==> src/rtl/avalon_nn_burst_slave.sv <==
// avalon_nn_burst_slave: Avalon-MM burst slave mapping pixel/weight RAMs, results and CTRL/STATUS
module avalon_nn_burst_slave #(
    parameter int DATA_W    = 32,
    parameter int ADDR_W    = 13,
    parameter int BURST_W   = 10,
    parameter int STORE_W   = 16,
    parameter int RES_W     = 17,
    parameter int PIX_DEPTH = 196,
    parameter int WGT_DEPTH = 3920,
    parameter int RES_DEPTH = 10
) (
    input  logic                          clk,
    input  logic                          n_rst,
    input  logic                          write,
    input  logic                          read,
    input  logic                          beginbursttransfer,
    input  logic [BURST_W-1:0]            burstcount,
    input  logic [ADDR_W-1:0]             address,
    input  logic [DATA_W-1:0]             writedata,
    output logic [DATA_W-1:0]             readdata,
    output logic                          readdatavalid,
    output logic                          writeresponsevalid,
    output logic [1:0]                    response,
    output logic                          waitrequest,
    output logic [$clog2(PIX_DEPTH)-1:0]  pixel_address,
    output logic [$clog2(WGT_DEPTH)-1:0]  weight_address,
    output logic                          w_enable_pixels,
    output logic                          w_enable_weights,
    output logic [STORE_W-1:0]            store_data,
    output logic [$clog2(RES_DEPTH)-1:0]  output_address,
    input  logic [RES_W-1:0]              result_output,
    input  logic                          done_calc,
    input  logic                          overflow,
    output logic                          start_calc,
    output logic                          clear_data,
    output logic                          irq
);
    localparam int PA_W = $clog2(PIX_DEPTH);
    localparam int WA_W = $clog2(WGT_DEPTH);
    localparam int OA_W = $clog2(RES_DEPTH);
    localparam logic [ADDR_W-1:0] WB = ADDR_W'(PIX_DEPTH);
    localparam logic [ADDR_W-1:0] RB = ADDR_W'(PIX_DEPTH + WGT_DEPTH);
    localparam logic [ADDR_W-1:0] CA = ADDR_W'(PIX_DEPTH + WGT_DEPTH + RES_DEPTH);
    localparam logic [ADDR_W-1:0] SA = ADDR_W'(PIX_DEPTH + WGT_DEPTH + RES_DEPTH + 1);
    localparam logic [1:0] OKAY = 2'b00, SLVERR = 2'b10, DECERR = 2'b11;

    typedef enum logic [1:0] {IDLE, WR, RD} state_t;
    state_t state, next_state;

    logic [ADDR_W-1:0]  cur_addr, baddr, inc;
    logic [BURST_W-1:0] beats_left, bc_eff;
    logic [1:0]         acc, beat_resp, wr_worst;
    logic [DATA_W-1:0]  rd_val;
    logic ie, st_done, st_ovf, busy, done_prev, done_set;
    logic wbeat, rbeat, last_wr, is_pix, is_wgt, is_res, is_ctrl, is_stat, is_dec;
    logic unused_ok;

    assign unused_ok = &{1'b0, beginbursttransfer, writedata[DATA_W-1:STORE_W]};

    // The first write beat is performed straight from the command; later beats use cur_addr
    assign baddr    = state == IDLE ? address : cur_addr;
    assign inc      = &baddr ? baddr : baddr + 1'b1;
    assign bc_eff   = burstcount == '0 ? BURST_W'(1) : burstcount;
    assign wbeat    = write && state != RD;
    assign rbeat    = state == RD;
    assign last_wr  = wbeat && (state == IDLE ? bc_eff == BURST_W'(1) : beats_left == BURST_W'(1));
    assign is_pix   = baddr < WB;
    assign is_wgt   = !is_pix && baddr < RB;
    assign is_res   = baddr >= RB && baddr < CA;
    assign is_ctrl  = baddr == CA;
    assign is_stat  = baddr == SA;
    assign is_dec   = baddr > SA;
    assign done_set = done_calc && !done_prev;
    assign beat_resp = is_dec ? DECERR : (wbeat && is_res) ? SLVERR : OKAY;
    assign wr_worst  = (state == WR && acc > beat_resp) ? acc : beat_resp;
    assign rd_val = is_res  ? DATA_W'(result_output) :
                    is_ctrl ? DATA_W'({ie, 1'b0}) :
                    is_stat ? DATA_W'({busy, st_ovf, st_done}) : '0;

    always_comb begin
        next_state = state == IDLE ? (write && !last_wr ? WR : read && !write ? RD : IDLE) :
                     state == WR   ? (last_wr ? IDLE : WR) :
                                     (beats_left == BURST_W'(1) ? IDLE : RD);
        waitrequest      = state == RD;
        w_enable_pixels  = wbeat && is_pix;
        w_enable_weights = wbeat && is_wgt;
        pixel_address    = is_pix ? PA_W'(baddr) : '0;
        weight_address   = is_wgt ? WA_W'(baddr - WB) : '0;
        output_address   = is_res ? OA_W'(baddr - RB) : '0;
        store_data       = wbeat ? writedata[STORE_W-1:0] : '0;
        irq              = ie && st_done;
    end

    always_ff @(posedge clk or negedge n_rst) begin
        if (!n_rst) begin
            state              <= IDLE;
            cur_addr           <= '0;
            beats_left         <= '0;
            acc                <= OKAY;
            readdata           <= '0;
            readdatavalid      <= 1'b0;
            writeresponsevalid <= 1'b0;
            response           <= OKAY;
            start_calc         <= 1'b0;
            clear_data         <= 1'b0;
            ie                 <= 1'b0;
            st_done            <= 1'b0;
            st_ovf             <= 1'b0;
            busy               <= 1'b0;
            done_prev          <= 1'b0;
        end else begin
            state <= next_state;
            if (wbeat || rbeat) begin
                cur_addr   <= inc;
                beats_left <= (state == IDLE ? bc_eff : beats_left) - 1'b1;
            end else if (state == IDLE && read) begin
                cur_addr   <= address;
                beats_left <= bc_eff;
            end
            if (wbeat) acc <= wr_worst;
            readdata           <= rbeat ? rd_val : '0;
            readdatavalid      <= rbeat;
            writeresponsevalid <= last_wr;
            response           <= last_wr ? wr_worst : rbeat ? beat_resp : OKAY;
            start_calc         <= wbeat && is_ctrl && writedata[3];
            clear_data         <= wbeat && is_ctrl && writedata[0];
            if (wbeat && is_ctrl) ie <= writedata[1];
            // Sticky status bits: a new set event beats a simultaneous write-1-to-clear
            done_prev <= done_calc;
            st_done   <= done_set || (st_done && !(wbeat && is_stat && writedata[0]));
            st_ovf    <= overflow || (st_ovf && !(wbeat && is_stat && writedata[1]));
            busy      <= start_calc || (busy && !done_set);
        end
    end
endmodule

==> config.mk <==
export PLATFORM = sky130hd
export DESIGN_NAME = avalon_nn_burst_slave
export DESIGN_NICKNAME = d
export VERILOG_FILES = /design/src/rtl/avalon_nn_burst_slave.sv
export SDC_FILE = /design/constraint.sdc
export NUM_CORES = 1
export LEC_CHECK = 0
export ABC_AREA = 1
export CORE_AREA = 2 2 121 123
export CTS_CLUSTER_SIZE = 20
export DETAILED_ROUTE_END_ITERATION = 8
export DIE_AREA = 0 0 123 125
export SYNTH_ARGS = -nofsm -noshare
export SYNTH_HDL_FRONTEND = slang
export SYNTH_SLANG_ARGS = --single-unit
==> constraint.sdc <==
create_clock -name clk -period 6.7 [get_ports clk]
set_clock_uncertainty 0.2 [all_clocks]
set_input_delay 0.67 -clock clk [delete_from_list [all_inputs] [get_ports clk]]
set_output_delay 0.67 -clock clk [all_outputs]
set_load 0.01 [all_outputs]
==> results of run 1 <==
## kinds of logic (layout without fill, tap and decap cells)
logic type | Yosys count | after routing
other | 1 | 15
buffers and inverters | 118 | 223
AO/OA/AOI/OAI | 81 | 81
XOR/XNOR | 10 | 10
flip-flops | 55 | 55
adder cells (fa/ha/maj) | 7 | 7
AND/OR/NAND/NOR | 353 | 353
## routing by layer
layer  vias up  wire length [µm]
met5         -                 0
met4         0               246
met3        16               558
met2        95              6330
met1      1960              5770
li1       2175                 -
## final timing paths
kind | startpoint | endpoint | slack (ns) | depth (start not counted)
max in group asynchronous | n_rst | cur_addr[3]$_DFFE_PN0P_ | 5.50 | 2
min in group asynchronous | n_rst | readdata[5]$_DFF_PN0_ | 0.30 | 2
max | state[1]$_DFF_PN0_ | weight_address[5] | 2.22 | 13
max reg2reg | state[1]$_DFF_PN0_ | response[1]$_DFF_PN0_ | 2.64 | 19
min | done_prev$_DFF_PN0_ | st_done$_DFF_PN0_ | 0.25 | 1
min reg2reg | done_prev$_DFF_PN0_ | st_done$_DFF_PN0_ | 0.25 | 1
## worst reg2reg max path, delay by kind of cell (launching register included)
kind	cells	cell delay (ns)
flops	1	0.46
compound gates	2	0.31
simple gates	12	2.04
buf+inv	3	0.36
fa+ha+maj	2	0.58
## metrics by stage
| step | power (mW) | setup slack (ns) |
|---|---|---|
| 4_1_cts | 1.99 | 2.22 |
| 6_report | 1.98 | 2.22 |
| 3_5_place_dp | 1.67 | 2.56 |
| 3_3_place_gp | 1.67 | 2.51 |
| 5_1_grt | 2.15 | 1.88 |
| 2_1_floorplan | 1.28 | 3.57 |
## flip-flops by register name, indices dropped and copies added (netlist names)
name / flops
readdata: 17
cur_addr: 13
beats_left: 10
acc: 2
response: 2
state: 2
busy: 1
clear_data: 1
done_prev: 1
ie: 1
readdatavalid: 1
st_done: 1
st_ovf: 1
start_calc: 1
writeresponsevalid: 1
## synthesized netlist by cell type, drive strengths merged, types with 3 or more instances
| cell | instances | share of area |
|---|---|---|
| a21oi | 14 | 0.017 |
| xor2 | 8 | 0.017 |
| dfrtp | 55 | 0.33 |
| buf | 30 | 0.058 |
| o211ai | 6 | 0.012 |
| o22ai | 3 | 0.0045 |
| nand4 | 11 | 0.017 |
| clkbuf | 6 | 0.0054 |
| a31oi | 3 | 0.0045 |
| inv | 81 | 0.073 |
| nor3 | 7 | 0.0096 |
| nor2 | 92 | 0.090 |
| or2 | 3 | 0.0045 |
| nand3 | 45 | 0.059 |
| o21ai | 47 | 0.061 |
| ha | 7 | 0.021 |
| nand2 | 190 | 0.19 |
## layout make-up
class / count / share of cell area
clock inverters: 3 / 0.00818
well taps: 184 / 0.0407
flip-flops and latches: 55 / 0.243
multi-input cells: 466 / 0.399
inverters: 82 / 0.0544
repair buffers: 133 / 0.232
clock buffers: 5 / 0.0221
## power groups by stage
| stage | registers, mW | logic (mW) | clock network [mW] |
|---|---|---|---|
| after CTS | 0.470 | 1.20 | 0.318 |
| final | 0.471 | 1.19 | 0.311 |
| after detailed placement | 0.475 | 1.20 | 0 |
| after floorplan | 0.470 | 0.811 | 0 |
| after global placement | 0.475 | 1.19 | 0 |
| after global routing | 0.481 | 1.34 | 0.330 |
==> impl_metrics.py, run 1 <==
metrics = {
    "synth": {
        "ys_dominant_reg_cell": "dfrtp_1",
        "synth-compound-area-share": 0.114,
        "synth_top_family_by_area": "simple AND/OR/NAND/NOR gates",
        "syn_area_mm2": 0.00415,
        "ys_seq_area_frac": 0.331,
        "syn_avg_cell_area_um2": 6.65,
        "synth.ff_latch_count": 55,
        "synth-xor-area-share": 0.0211,
        "synth.area.mux_share": 0,
        "synthAdderAreaFrac": 0.0211,
        "yosysUniqueCellTypes": 42,
        "yosysWarnings": 0,
        "syn_inst": 625,
        "synth-async-reset-ratio": 1.00,
        "yosys.area_share.simple": 0.374,
        "synth_edf_count": 0,
    },
    "drt": {
        "wl_per_cell_um": 13.9,
        "drc": 0,
        "drtAntennaViolNets": 0,
        "vias": 4246,
        "viasPerCell": 4.58,
        "routed_wl_mm": 12.9,
        "drt_pre_antenna_iters": 4,
        "drtIter0Drc": 251,
    },
    "worst_setup_path": {
        "crit_slowest_cell": "nor2_4",
        "path_common_cell": "nand2_2",
        "path_max_fanout": 37,
        "critPathKind": "reg2out",
        "critPathTopFamily": "simple AND/OR/NAND/NOR gates",
        "crit_path_start_kind": "flop",
        "cp_data_required_time_ns": 5.83,
        "cp_data_arrival_time_ns": 3.61,
        "cp_num_buf_inv": 3,
        "slowest_delay_ns": 0.68,
        "endpoint_kind": "primary output",
        "crit_path_cell_trace": "nor2_4, buf_4, nand2_1, nand2_2, nand2_1, inv_1, nand2_1, nand2_2, nor2_4, nand2_2, nand2_2, a21oi_1, clkdlybuf4s50_1",
    },
    "placed_design": {
        "io_buffer_count": 128,
        "placed_area_mm2": 0.00549,
        "dpl.hpwl_mm": 9.57,
        "gp_congestion": 0.873,
        "placed_cells": 920,
    },
    "floorplan": {
        "die_x_um": 123,
        "dieArea_mm2": 0.0154,
        "ioPinCount": 161,
        "row_count": 44,
        "die_h_um": 125,
        "coreArea_mm2": 0.0142,
        "initial_utilization": 0.292,
    },
    "layout": {
        "multiInputGateArea_mm2": 0.00226,
        "layout-drive-gt1-share": 0.0739,
        "final_cell_mix": "nand2_1 (170), clkdlybuf4s50_1 (127), nor2_1 (86), inv_1 (80), dfrtp_1 (55)",
        "final_area_mm2": 0.00566,
        "nets": 829,
        "antenna_cells": 0,
        "synthToLayoutAreaGrowth_pct": 36.3,
        "register_area_mm2": 0.00138,
        "post-route-util": 0.399,
        "fill_cells": 1526,
        "final_common_cell": "nand2_1",
        "stdcell_count": 928,
    },
    "timing": {
        "fin_crit_ns": 4.48,
        "setup_violations": 0,
        "grt_setup_unrepaired": "false",
        "holdWs_ns": 0.247,
        "min_period_over_period": 0.669,
        "hold_viol": 0,
        "worst_pin_slew_ns": 0.822,
        "finalMaxSlewViolations": 0,
        "fmax_mhz": 223,
        "relSlewSlack": 0.450,
        "tns_ns": 0,
    },
    "clock_network": {
        "clk_latency_ns": 0.30,
        "root_buffer": "clkbuf_16",
        "cts_max_level": 2,
        "cts_tree": "yes",
        "clk_pin_slew_ns": 0.08,
        "postCtsSetupBuffers": 0,
        "clock-sinks": 55,
        "postCtsHoldBufs": 0,
        "cts_buffer_depth": 2,
        "cts-resized-gates": 0,
        "cts_buffers": 5,
    },
    "power": {
        "ir_worst_vdd_mv": 0.127,
        "combPwrFrac": 0.604,
        "intPower_mw": 1.07,
        "power.switching_uw": 908,
        "power_frac_seq": 0.239,
        "p_per_area_mw_per_mm2": 349,
        "p_leak_nw": 2.70,
        "switching_share": 0.459,
        "p_clk_frac": 0.157,
    },
    "job": {
        "maxCapViolCount": 0,
    },
    "grt": {
        "grt_pass1_vias": 4056,
        "grt_use_total": 0.173,
        "overflow": 0,
        "grt_antenna_before_repair": 0,
        "grt_max_degree": 56,
        "grt_first_pass_wirelength_mm": 21.1,
        "use_met3": 0.0219,
        "met2_usage": 0.289,
        "busiest_layer": "met2",
        "grt.met1_usage": 0.234,
    },
    "outcome": {
        "outcome": "complete, no violations",
    },
    "min_path": {
        "hp-class": "reg2reg",
    },
}
(Power assumes the default switching activity.)
==> run 2, diff against run 1 <==
==> constraint.sdc (replaced) <==
create_clock -name clk -period 4.3 [get_ports clk]
set_clock_uncertainty 0.2 [all_clocks]
set_input_delay 0.43 -clock clk [delete_from_list [all_inputs] [get_ports clk]]
set_output_delay 0.43 -clock clk [all_outputs]
set_load 0.01 [all_outputs]
==> impl_metrics.py, run 2 (synthesis gave the netlist of run 1 again) <==
metrics = {
    "floorplan": {
        "dieArea_mm2": 0.0154,
        "initial_utilization": 0.292,
        "coreArea_mm2": 0.0142,
        "row_count": 44,
        "die_x_um": 123,
        "die_h_um": 125,
        "ioPinCount": 161,
    },
    "worst_setup_path": {
        "endpoint_kind": "primary output",
        "rrSetupSlack_ns": 0.71,
        "crit_path_end": "weight_address[4]",
        "critPathKind": "reg2out",
        "cp_data_required_time_ns": 3.67,
        "cp-startpoint": "state[0]$_DFF_PN0_",
        "crit_path_start_kind": "flop",
        "path_max_fanout": 15,
        "reg2reg_depth": 19,
        "reg2reg_to": "response[1]$_DFF_PN0_",
        "cp_data_arrival_time_ns": 3.28,
        "r2r-start": "state[0]$_DFF_PN0_",
    },
    "drt": {
        "wl_per_cell_um": 14.0,
        "drt_pre_antenna_iters": 4,
        "viasPerCell": 4.56,
        "drc": 0,
        "vias": 4255,
        "drtIter0Drc": 177,
        "drtAntennaViolNets": 0,
        "routed_wl_mm": 13.0,
    },
    "clock_network": {
        "cts_tree": "yes",
        "clk_latency_ns": 0.30,
        "postCtsHoldBufs": 0,
        "root_buffer": "clkbuf_16",
        "clk_pin_slew_ns": 0.08,
        "cts_buffers": 5,
        "cts_max_level": 2,
        "cts_buffer_depth": 2,
        "cts-resized-gates": 0,
        "postCtsSetupBuffers": 0,
        "clock-sinks": 55,
    },
    "power": {
        "ir_worst_vdd_mv": 0.179,
        "p_leak_nw": 2.73,
        "p_per_area_mw_per_mm2": 546,
    },
    "layout": {
        "antenna_cells": 0,
        "layout-drive-gt1-share": 0.0813,
        "regMostFlops": "readdata",
        "largest_reg_flops": 17,
        "final_common_cell": "nand2_1",
        "fill_cells": 1540,
        "synthToLayoutAreaGrowth_pct": 37.3,
        "nets": 835,
        "stdcell_count": 934,
        "reg_top3": "readdata: 17 flops, cur_addr: 13 flops, beats_left: 10 flops",
        "final_cell_mix": "nand2_1 (170), clkdlybuf4s50_1 (127), nor2_1 (86), inv_1 (80), dfrtp_1 (55)",
    },
    "grt": {
        "met2_usage": 0.296,
        "grt_use_total": 0.176,
        "grt.met1_usage": 0.233,
        "grt_max_degree": 33,
        "grt_antenna_before_repair": 0,
        "grt_first_pass_wirelength_mm": 21.5,
        "use_met3": 0.0246,
        "overflow": 0,
        "grt_pass1_vias": 4145,
        "busiest_layer": "met2",
    },
    "placed_design": {
        "pre_cts_ws_ns": 0.558,
        "dpl.hpwl_mm": 9.83,
        "gp_congestion": 0.877,
        "io_buffer_count": 128,
        "placed_cells": 925,
    },
    "timing": {
        "hold_viol": 4,
        "fin_ws_ns": 0.385,
        "setup_violations": 0,
        "finalMaxSlewViolations": 0,
        "worst_pin_slew_ns": 0.841,
        "fin_crit_ns": 3.91,
        "min_period_over_period": 0.910,
        "fmax_mhz": 255,
        "holdWs_ns": -0.00391,
        "relSlewSlack": 0.437,
        "grt_setup_unrepaired": "false",
        "tns_ns": 0,
    },
    "outcome": {
        "outcome": "finished, violations left",
        "violations": "negative hold slack",
    },
    "min_path": {
        "hp-class": "in2async",
    },
    "job": {
        "maxCapViolCount": 0,
    },
}
run 2: changes by cell type in the layout (fill, tap and decap cells not counted), sizes merged:
| cell | before | now |
|---|---|---|
| buf | 6 | 11 |
| nor2 | 92 | 93 |
| clkinvlp | 1 | 0 |
| clkinv | 1 | 2 |
run 2: layout make-up:
cell class                 instances  area, µm²  area share
sequential                        55       1380       0.241
multi-input combinational        467       2270       0.397
inverter                          82        308      0.0539
timing repair buffer             138       1350       0.237
clock buffer                       5        125      0.0219
tap                              184        230      0.0404
clock inverter                     3       47.5     0.00833
run 2: where the power goes:
part	internal (mW)	switching (mW)	leakage, nW
Combinational	0.745	1.15	1.96
Clock	0.279	0.210	0.0844
Sequential	0.656	0.0802	0.689
Total	1.68	1.44	2.73
run 2: through the flow:
stage               hold WS, ns   util  power, mW  cell area [µm²]
floorplan               -0.0656      -       2.00             4210
global placement          0.224  0.389       2.63             5530
detailed placement        0.236  0.389       2.63             5530
CTS                      0.0327  0.401       3.13             5700
global route             0.0651  0.402       3.40             5710
finish                 -0.00391  0.402       3.12             5710
run 2: worst min path at each step:
stage	from	to	cells past startpoint
after CTS	n_rst	readdata[4]$_DFF_PN0_	1
after detailed placement	done_prev$_DFF_PN0_	st_done$_DFF_PN0_	1
final	n_rst	readdata[4]$_DFF_PN0_	1
after floorplan	n_rst	acc[0]$_DFFE_PN0P_	0
after global placement	done_prev$_DFF_PN0_	st_done$_DFF_PN0_	1
after global routing	n_rst	readdata[4]$_DFF_PN0_	1
run 2: worst max-delay path, cell delays in order (launching register included):
cell,delay [ns]
dfrtp_1,0.48
nor2_4,0.31
buf_4,0.27
nand2_1,0.09
nand2_2,0.14
nand2_1,0.15
inv_1,0.09
nand2_1,0.08
nand2_2,0.10
nor2_4,0.05
nand2_2,0.22
nand2_2,0.24
a21oi_1,0.19
clkdlybuf4s50_1,0.56
run 2: metal layers:
layer,wire length [µm],share of wire,vias to the layer above
li1,-,-,2192
met1,5870,0.45,1947
met2,6350,0.49,95
met3,491,0.038,21
met4,321,0.025,0
met5,0,0,-
==> run 3, diff against run 2 <==
--- a/config.mk
+++ b/config.mk
@@ -6,10 +6,12 @@
 export NUM_CORES = 1
 export LEC_CHECK = 0
 export ABC_AREA = 1
+export CAP_MARGIN = 20
 export CORE_AREA = 2 2 121 123
 export CTS_CLUSTER_SIZE = 20
 export DETAILED_ROUTE_END_ITERATION = 8
 export DIE_AREA = 0 0 123 125
+export SETUP_SLACK_MARGIN = 0.2
 export SYNTH_ARGS = -nofsm -noshare
 export SYNTH_HDL_FRONTEND = slang
 export SYNTH_SLANG_ARGS = --single-unit
==> impl_metrics.py, run 3 (synthesis gave the netlist of run 1 again) <==
metrics = {
    "outcome": {
        "outcome": "finished, violations left",
        "violations": "negative hold slack",
    },
    "grt": {
        "grt_first_pass_wirelength_mm": 21.5,
        "grt_max_degree": 33,
        "grt_antenna_before_repair": 0,
        "grt_pass1_vias": 4145,
        "grt_use_total": 0.176,
        "overflow": 0,
    },
    "power": {
        "p_per_area_mw_per_mm2": 545,
        "ir_worst_vdd_mv": 0.178,
        "power_mw": 3.12,
        "p_leak_nw": 2.75,
    },
    "timing": {
        "worst_pin_slew_ns": 0.857,
        "relSlewSlack": 0.427,
        "hold_viol": 2,
        "fmax_mhz": 261,
        "holdWs_ns": -0.00249,
        "fin_ws_ns": 0.462,
        "fin_crit_ns": 3.84,
        "setup_violations": 0,
        "min_period_over_period": 0.893,
        "grt_setup_unrepaired": "false",
        "finalMaxSlewViolations": 0,
        "tns_ns": 0,
    },
    "drt": {
        "viasPerCell": 4.53,
        "drt_pre_antenna_iters": 4,
        "drtAntennaViolNets": 0,
        "drc": 0,
        "wl_per_cell_um": 13.9,
        "drtIter0Drc": 222,
        "vias": 4249,
        "routed_wl_mm": 13.1,
    },
    "layout": {
        "layout-drive-gt1-share": 0.0876,
        "regMostFlops": "readdata",
        "synthToLayoutAreaGrowth_pct": 38.0,
        "final_area_mm2": 0.00573,
        "multiInputGateArea_mm2": 0.00227,
        "final_common_cell": "nand2_1",
        "largest_reg_flops": 17,
        "antenna_cells": 0,
        "nets": 838,
        "register_area_mm2": 0.00138,
        "reg_top3": "readdata: 17 flops, cur_addr: 13 flops, beats_left: 10 flops",
        "final_cell_mix": "nand2_1 (170), clkdlybuf4s50_1 (127), nor2_1 (86), inv_1 (80), dfrtp_1 (53)",
        "fill_cells": 1542,
    },
    "worst_setup_path": {
        "critPathTopFamily": "simple AND/OR/NAND/NOR gates",
        "slowest_delay_ns": 0.56,
        "crit_path_cell_trace": "nor2_4, buf_4, nand2_1, nand2_2, nand2_1, inv_1, nand2_1, nand2_2, nor2_4, nand2_2, nand2_2, a21oi_1, clkdlybuf4s50_1",
        "path_common_cell": "nand2_2",
        "path_max_fanout": 15,
        "crit_slowest_cell": "clkdlybuf4s50_1",
        "critPathKind": "reg2out",
        "cp_data_arrival_time_ns": 3.21,
        "endpoint_kind": "primary output",
        "cp_data_required_time_ns": 3.67,
        "cp_num_buf_inv": 3,
        "crit_path_start_kind": "flop",
    },
    "clock_network": {
        "clock-sinks": 55,
        "cts_buffer_depth": 2,
        "cts_buffers": 5,
        "cts_max_level": 2,
        "cts_tree": "yes",
        "clk_pin_slew_ns": 0.08,
        "postCtsHoldBufs": 0,
        "root_buffer": "clkbuf_16",
        "clk_latency_ns": 0.30,
    },
    "floorplan": {
        "die_x_um": 123,
        "coreArea_mm2": 0.0142,
        "dieArea_mm2": 0.0154,
        "row_count": 44,
        "ioPinCount": 161,
        "die_h_um": 125,
        "initial_utilization": 0.292,
    },
    "job": {
        "maxCapViolCount": 0,
    },
    "placed_design": {
        "dpl.hpwl_mm": 9.83,
        "io_buffer_count": 128,
        "pre_cts_ws_ns": 0.558,
        "gp_congestion": 0.877,
        "placed_area_mm2": 0.00553,
    },
    "min_path": {
        "hp-class": "in2async",
    },
}
run 3: cell type report:
type                    count  area share
inverters                  82      0.0537
clock inverters             3     0.00830
well taps                 184      0.0402
multi-input cells         467       0.396
clock buffers               5      0.0218
repair buffers            141       0.240
flip-flops and latches     55       0.241
run 3: final timing paths:
kind | start | end | slack (ns) | cells after the start
max | state[0]$_DFF_PN0_ | weight_address[4] | 0.46 | 13
min | n_rst | readdata[4]$_DFF_PN0_ | -0.002 | 1
max reg2reg | state[0]$_DFF_PN0_ | response[1]$_DFF_PN0_ | 0.67 | 20
min reg2reg | done_prev$_DFF_PN0_ | st_done$_DFF_PN0_ | 0.24 | 1
max in group asynchronous | n_rst | done_prev$_DFF_PN0_ | 3.09 | 2
min in group clk | done_prev$_DFF_PN0_ | st_done$_DFF_PN0_ | 0.24 | 1
run 3: power by group:
part	switching, mW	internal, mW
Clock	0.209	0.279
Sequential	0.0800	0.657
Combinational	1.15	0.750
run 3: layer usage:
| layer | track usage | up-vias | part of all wire | wire (µm) |
|---|---|---|---|---|
| met2 | 0.296 | 84 | 0.49 | 6350 |
| li1 | - | 2199 | - | - |
| met5 | 0 | - | 0 | 0 |
| met4 | 0.0541 | 0 | 0.024 | 319 |
| met3 | 0.0246 | 21 | 0.031 | 403 |
| met1 | 0.233 | 1945 | 0.46 | 5990 |
run 3: repair_timing:
| item | in CTS | in global routing |
|---|---|---|
| resized for setup | 0 | 2 |
| endpoints found under the setup margin | 0 | 19 |
| setup buffers | 0 | 3 |
| hold endpoints to repair | 0 | 0 |
run 3: per-stage QoR:
stage               utilization  hold WS [ns]  instances
floorplan                     -       -0.0656        639
global placement          0.389         0.224        925
detailed placement        0.389         0.236        925
CTS                       0.401        0.0327        933
global route              0.403        0.0650        937
finish                    0.403      -0.00249        937
